**src/rtl/sub_seq_64bit_pkg.sv**
```systemverilog
// Shared definitions for the word-serial subtractor: FSM encoding and
// slice-count / index-width derivations.
package sub_seq_64bit_pkg;

  typedef enum logic [1:0] {
    IDLE = 2'd0,
    RUN  = 2'd1,
    DONE = 2'd2
  } state_t;

  localparam int DEF_WIDTH = 64;
  localparam int DEF_SLICE = 16;

  function automatic int calc_nslice(input int width, input int slice);
    return width / slice;
  endfunction

  // A single-slice build still needs a 1-bit index register.
  function automatic int calc_idx_w(input int nslice);
    return (nslice > 1) ? $clog2(nslice) : 1;
  endfunction

endpackage

```
**src/rtl/sub_seq_64bit_slice.sv**
```systemverilog
// Combinational SLICE-bit ripple adder: s = x + y + cin, cout = carry out.
// The caller supplies the already-inverted subtrahend as y.
module sub_slice
  import sub_seq_64bit_pkg::*;
#(
  parameter int SLICE = DEF_SLICE
) (
  input  logic [SLICE-1:0] x,
  input  logic [SLICE-1:0] y,
  input  logic             cin,
  output logic [SLICE-1:0] s,
  output logic             cout
);

  always_comb begin
    logic c;
    s = '0;
    c = cin;
    for (int unsigned i = 0; i < SLICE; i++) begin
      s[i] = x[i] ^ y[i] ^ c;
      c    = (x[i] & y[i]) | (c & (x[i] ^ y[i]));
    end
    cout = c;
  end

endmodule

```
**src/rtl/sub_seq_64bit.sv**
```systemverilog
// Word-serial subtractor diff = a - b - bin, one SLICE-bit slice per cycle,
// LSB first. Define SUB_SEQ_64BIT_SAT_EN to saturate diff on signed overflow.
module sub_seq_64bit
  import sub_seq_64bit_pkg::*;
#(
  parameter int WIDTH = DEF_WIDTH,
  parameter int SLICE = DEF_SLICE
) (
  input  logic             clk,
  input  logic             rst,
  input  logic             in_valid,
  output logic             in_ready,
  input  logic [WIDTH-1:0] a,
  input  logic [WIDTH-1:0] b,
  input  logic             bin,
  output logic             out_valid,
  input  logic             out_ready,
  output logic [WIDTH-1:0] diff,
  output logic             bout,
  output logic             ovf,
  output logic             zero
);

  localparam int NSLICE = calc_nslice(WIDTH, SLICE);
  localparam int IDX_W  = calc_idx_w(NSLICE);
  localparam logic [IDX_W-1:0] LAST_IDX = IDX_W'(NSLICE - 1);

  if (WIDTH % SLICE != 0) begin : g_bad_slice
    $error("sub_seq_64bit: WIDTH must be a multiple of SLICE");
  end

  state_t state_q, state_d;

  logic [WIDTH-1:0] a_q, b_q, diff_q, raw_diff, res_diff;
  logic [IDX_W-1:0] idx_q;
  logic             carry_q, bout_q, ovf_q, zero_q;
  logic             accept, last, ovf_raw;
  logic [SLICE-1:0] slice_x, slice_y, slice_s;
  logic             slice_cout;

  // Control FSM
  always_ff @(posedge clk) begin
    if (rst) state_q <= IDLE;
    else     state_q <= state_d;
  end

  always_comb begin
    state_d   = state_q;
    in_ready  = 1'b0;
    out_valid = 1'b0;
    accept    = 1'b0;
    case (state_q)
      IDLE: begin
        in_ready = !rst;
        accept   = in_valid && !rst;
        if (accept) state_d = RUN;
      end
      RUN: begin
        if (idx_q == LAST_IDX) state_d = DONE;
      end
      DONE: begin
        out_valid = 1'b1;
        if (out_ready) state_d = IDLE;
      end
      default: state_d = IDLE;
    endcase
  end

  assign last = (state_q == RUN) && (idx_q == LAST_IDX);

  // Single shared slice, steered by the index register
  assign slice_x = a_q[idx_q*SLICE +: SLICE];
  assign slice_y = ~b_q[idx_q*SLICE +: SLICE];

  sub_slice #(
    .SLICE(SLICE)
  ) u_slice (
    .x   (slice_x),
    .y   (slice_y),
    .cin (carry_q),
    .s   (slice_s),
    .cout(slice_cout)
  );

  // Full raw difference as it will look once the current slice is written;
  // on the last slice this lets ovf/zero/saturation resolve on the same edge.
  always_comb begin
    raw_diff = diff_q;
    raw_diff[idx_q*SLICE +: SLICE] = slice_s;
  end

  assign ovf_raw = (a_q[WIDTH-1] != b_q[WIDTH-1]) && (raw_diff[WIDTH-1] != a_q[WIDTH-1]);

`ifdef SUB_SEQ_64BIT_SAT_EN
  always_comb begin
    res_diff = raw_diff;
    if (ovf_raw)
      res_diff = a_q[WIDTH-1] ? {1'b1, {(WIDTH-1){1'b0}}} : {1'b0, {(WIDTH-1){1'b1}}};
  end
`else
  assign res_diff = raw_diff;
`endif

  // Datapath registers
  always_ff @(posedge clk) begin
    if (rst) begin
      a_q     <= '0;
      b_q     <= '0;
      idx_q   <= '0;
      carry_q <= 1'b0;
      diff_q  <= '0;
      bout_q  <= 1'b0;
      ovf_q   <= 1'b0;
      zero_q  <= 1'b0;
    end else if (accept) begin
      a_q     <= a;
      b_q     <= b;
      carry_q <= ~bin;
      idx_q   <= '0;
    end else if (state_q == RUN) begin
      carry_q <= slice_cout;
      idx_q   <= idx_q + 1'b1;
      if (last) begin
        diff_q <= res_diff;
        bout_q <= ~slice_cout;
        ovf_q  <= ovf_raw;
        zero_q <= (res_diff == '0);
      end else begin
        diff_q[idx_q*SLICE +: SLICE] <= slice_s;
      end
    end
  end

  assign diff = diff_q;
  assign bout = bout_q;
  assign ovf  = ovf_q;
  assign zero = zero_q;

endmodule

```
**config.mk**
```make
export PLATFORM = sky130hd
export DESIGN_NAME = sub_seq_64bit
export DESIGN_NICKNAME = d
export VERILOG_FILES = /design/src/rtl/sub_seq_64bit_pkg.sv /design/src/rtl/sub_seq_64bit_slice.sv /design/src/rtl/sub_seq_64bit.sv
export SDC_FILE = /design/constraint.sdc
export NUM_CORES = 1
export LEC_CHECK = 0
export ABC_AREA = 1
export BUFFER_PORTS_ARGS = -buffer_cell sky130_fd_sc_hd__buf_2
export CAP_MARGIN = 20
export CORE_MARGIN = 10
export CORE_UTILIZATION = 30
export CTS_CLUSTER_DIAMETER = 120
export DETAILED_ROUTE_END_ITERATION = 8
export PLACE_DENSITY = 0.49
export SYNTH_ARGS = -nofsm -noshare
export SYNTH_HDL_FRONTEND = slang
export SYNTH_HIERARCHICAL = 1
export SYNTH_SLANG_ARGS = --single-unit
```
**constraint.sdc**
```tcl
create_clock -name clk -period 17.6 [get_ports clk]
set_clock_uncertainty 0.05 [all_clocks]
set_input_delay 5.28 -clock clk [delete_from_list [all_inputs] [get_ports clk]]
set_output_delay 5.28 -clock clk [all_outputs]
set_load 0.05 [all_outputs]
```
==> impl_results.md <==
- Adder-cell share of the synthesized area: 4.10%
- Inserted Clock Buffers: 17
- Startpoint types: input port
- Largest family of logic cells by synthesized area: simple AND/OR/NAND/NOR gates
- Worst setup EP type: output pin
- Final count of pins violating max slew: 0
- Result of the run: finished, final reports clean
- Worst-Margin Slew: 1.01 ns
- Via count: 9455
- Final setup fails: 0
- Unrepaired setup endpoints after global routing: false
- Max Fclk: 85.7 MHz
- Dpl ws: 5.86 ns
- Pwr dens: 104 mW/mm2
- Max_slew headroom: 32.4%
- Hpwl dp: 25400 um
- Total track usage: 17.0%
- H-tree depth: 4
- Top Usage Layer GRT: met2
- Worst hold path startpoint: a_q[17]$_SDFFE_PP0P_
- CTS tree: yes
- Kind of critical path: in2out
- RePlAce Congestion: 0.875
- Hold Vio Cnt, Final: 0
- Chip width: 199 um
- Initial Utilization: 30.5%
- Switch Pwr: 0.427 mW
- Switching share of power: 35.8%
- Crit path DAT: 6.33 ns
- Leakage power: 5.27 nW
- Post-Synth XOR/XNOR Area: 0.0909%
- Synth Cell Area: 0.00964 mm2
- Area occupied by multi-input gates: 0.00481 mm2
- Worst hold path class: reg2reg
- Reg2Reg Setup Slack: 8.33 ns
- Most frequently used flop master after synthesis: dfxtp_1
- Post-synth EDFFs: 0
- Max clock buf depth: 2
- Pin count of the biggest net entering global routing: 125
- Yosys reg bits: 200
- Post-Place Cell Area: 0.0108 mm2
- DIE AREA: 0.0397 mm2
- Hold buffers post-CTS: 0
- Total congestion overflow: 0
- Top cell type's share of synthesized area: 41.5%
- Fin cells: 1992
- Syn_nets: 1599
- Post-DRT Antenna Nets: 0
- Internal: 0.765 mW
- CP Launch Point: rst
- IO Pins: 202
- M3 GR Usage: 3.36%
- Register area share after synthesis: 41.5%
- Post-route cell area: 0.0115 mm2
- Clock network power share: 34.2%
- Post-CTS setup buffers: 0
- Fin crit period: 11.66 ns
- Clk_lat worst skew: 0.44 ns
- M1 GR Usage: 22.8%
- Remaining DRCs: 0
- Antenna violations before repair: 0
- Fin crit share: 66.3%
- Filler cells: 3522
- Avg Cell Area, Syn: 6.67 um2
- Number of global-route vias before repair: 9212
- Sequential share of power: 41.9%
- Core area: 0.0316 mm2
- Initial DRC Count: 798
- Final net count: 1732
- Async S/R FF share, synth: 0%
- Router iterations before antenna repair: 6
- Worst vdd ir: 0.0727 mV
- Crit path max fanout: 124
- Gate power share: 23.9%
- Register area: 0.00401 mm2
- Syn. warnings: 6
- Reg2reg start: idx_q[0]$_SDFFE_PP0P_
- Finished Core Util: 36.2%
- Final Power: 1.19 mW
- Syn-to-layout area delta: 18.8%
- CTS root buf: clkbuf_16
- DR vias/cell: 4.75
- Routed wire per std cell: 17.3 um
- Final wirelength: 34500 um
- Total negative slack: 0 ns
- Number of port buffers: 201
- GR met2 Demand/Resource: 27.4%
- Diodes inserted: 0
- Fin Hold WS: 0.414 ns
- Final setup margin: 5.94 ns
- Req. time, crit path: 12.27 ns
- Mapped Cells: 1444
- # clock sinks: 200
- Compound-cell area share of the yosys netlist: 18.2%
- Max_cap viols: 0
- Synth area leader: dfxtp_1
- Die height: 199 um
- Placed Cells incl. Taps: 1960
- Synth top area cells: dfxtp_1 (42%), nand2_1 (17%), a21oi_1 (8.3%)
- First-pass GRT wire length: 52500 um
- Post-synthesis mux area share: 0%
- Clk slew on worst S/H paths: 0.07 ns
- Netlist cell types: 27
- Simple-gate portion of the synthesized area: 27.5%
- Row count: 65
- Share of cells above drive strength 1: 15.9%
- # resized after CTS: 0
## power groups by stage
stage               sequential (mW)  clock [mW]  combinational (mW)
floorplan                     0.543           0               0.157
global placement              0.510           0               0.284
detailed placement            0.510           0               0.285
CTS                           0.499       0.416               0.286
global route                  0.503       0.434               0.316
finish                        0.499       0.407               0.285
## worst paths after layout
check	endpoint	depth (start not counted)
worst max-delay path	in_ready	3
worst min-delay path	a_q[17]$_SDFFE_PP0P_	2
worst max register to register	zero$_SDFFE_PP0P_	32
worst min register to register	a_q[17]$_SDFFE_PP0P_	2
## cell usage in the layout, fill, tap and decap left out, drive strengths merged
master / netlist / final
clkinvlp: 0 / 1
inv: 112 / 119
clkbuf: 61 / 17
nor3: 2 / 2
o21ai: 129 / 129
nor3b: 1 / 1
a211oi: 5 / 5
xor2: 1 / 1
fa: 16 / 16
clkinv: 2 / 9
a311o: 1 / 1
buf: 35 / 210
nand3b: 3 / 3
o22ai: 17 / 17
nand2: 441 / 441
ha: 6 / 6
nor2: 199 / 199
dfxtp: 200 / 200
a21oi: 160 / 160
nand3: 38 / 38
a32o: 15 / 15
## metal layers
layer / wire length [um] / up-vias
met1: 16100 / 4293
met2: 15800 / 256
li1: - / 4875
met5: 0 / -
met4: 531 / 0
met3: 2060 / 31
## logic make-up after synthesis
family | Yosys count
adder cells (fa/ha/maj) | 22
AND/OR/NAND/NOR | 684
flip-flops | 200
AO/OA/AOI/OAI | 327
XOR/XNOR | 1
buffers and inverters | 210
## worst max-delay path: stages
cell,delay (ns)
buf_6,0.65
nor3_2,0.13
buf_2,0.26
## sequential cells by signal, indices dropped and copies added (netlist names)
name,flops
b_q,64
zero,1
carry_q,1
a_q,64
idx_q,2
diff,64
state_q,2
bout,1
ovf,1
## Yosys cell counts (2+ instances only)
| cell type | n |
|---|---|
| clkbuf_1 | 61 |
| nand2_1 | 441 |
| buf_2 | 29 |
| a211oi_1 | 5 |
| inv_2 | 3 |
| clkinv_1 | 2 |
| o22ai_1 | 17 |
| a21oi_1 | 160 |
| dfxtp_1 | 200 |
| nand3_1 | 37 |
| nor2_2 | 2 |
| inv_1 | 109 |
| nor2_1 | 197 |
| o21ai_1 | 4 |
| ha_1 | 6 |
| buf_1 | 5 |
| a32o_1 | 15 |
| o21ai_0 | 125 |
| nand3b_1 | 3 |
| fa_1 | 16 |
## area by class of cell
cell class,instances,share of cell area [%]
inverters,114,3.76
flip-flops and latches,200,35.0
well taps,402,4.39
clock inverters,15,1.73
repair buffers,210,9.43
clock buffers,17,3.71
multi-input cells,1034,42.0
Note: power is estimated with default switching activity, not from simulation.
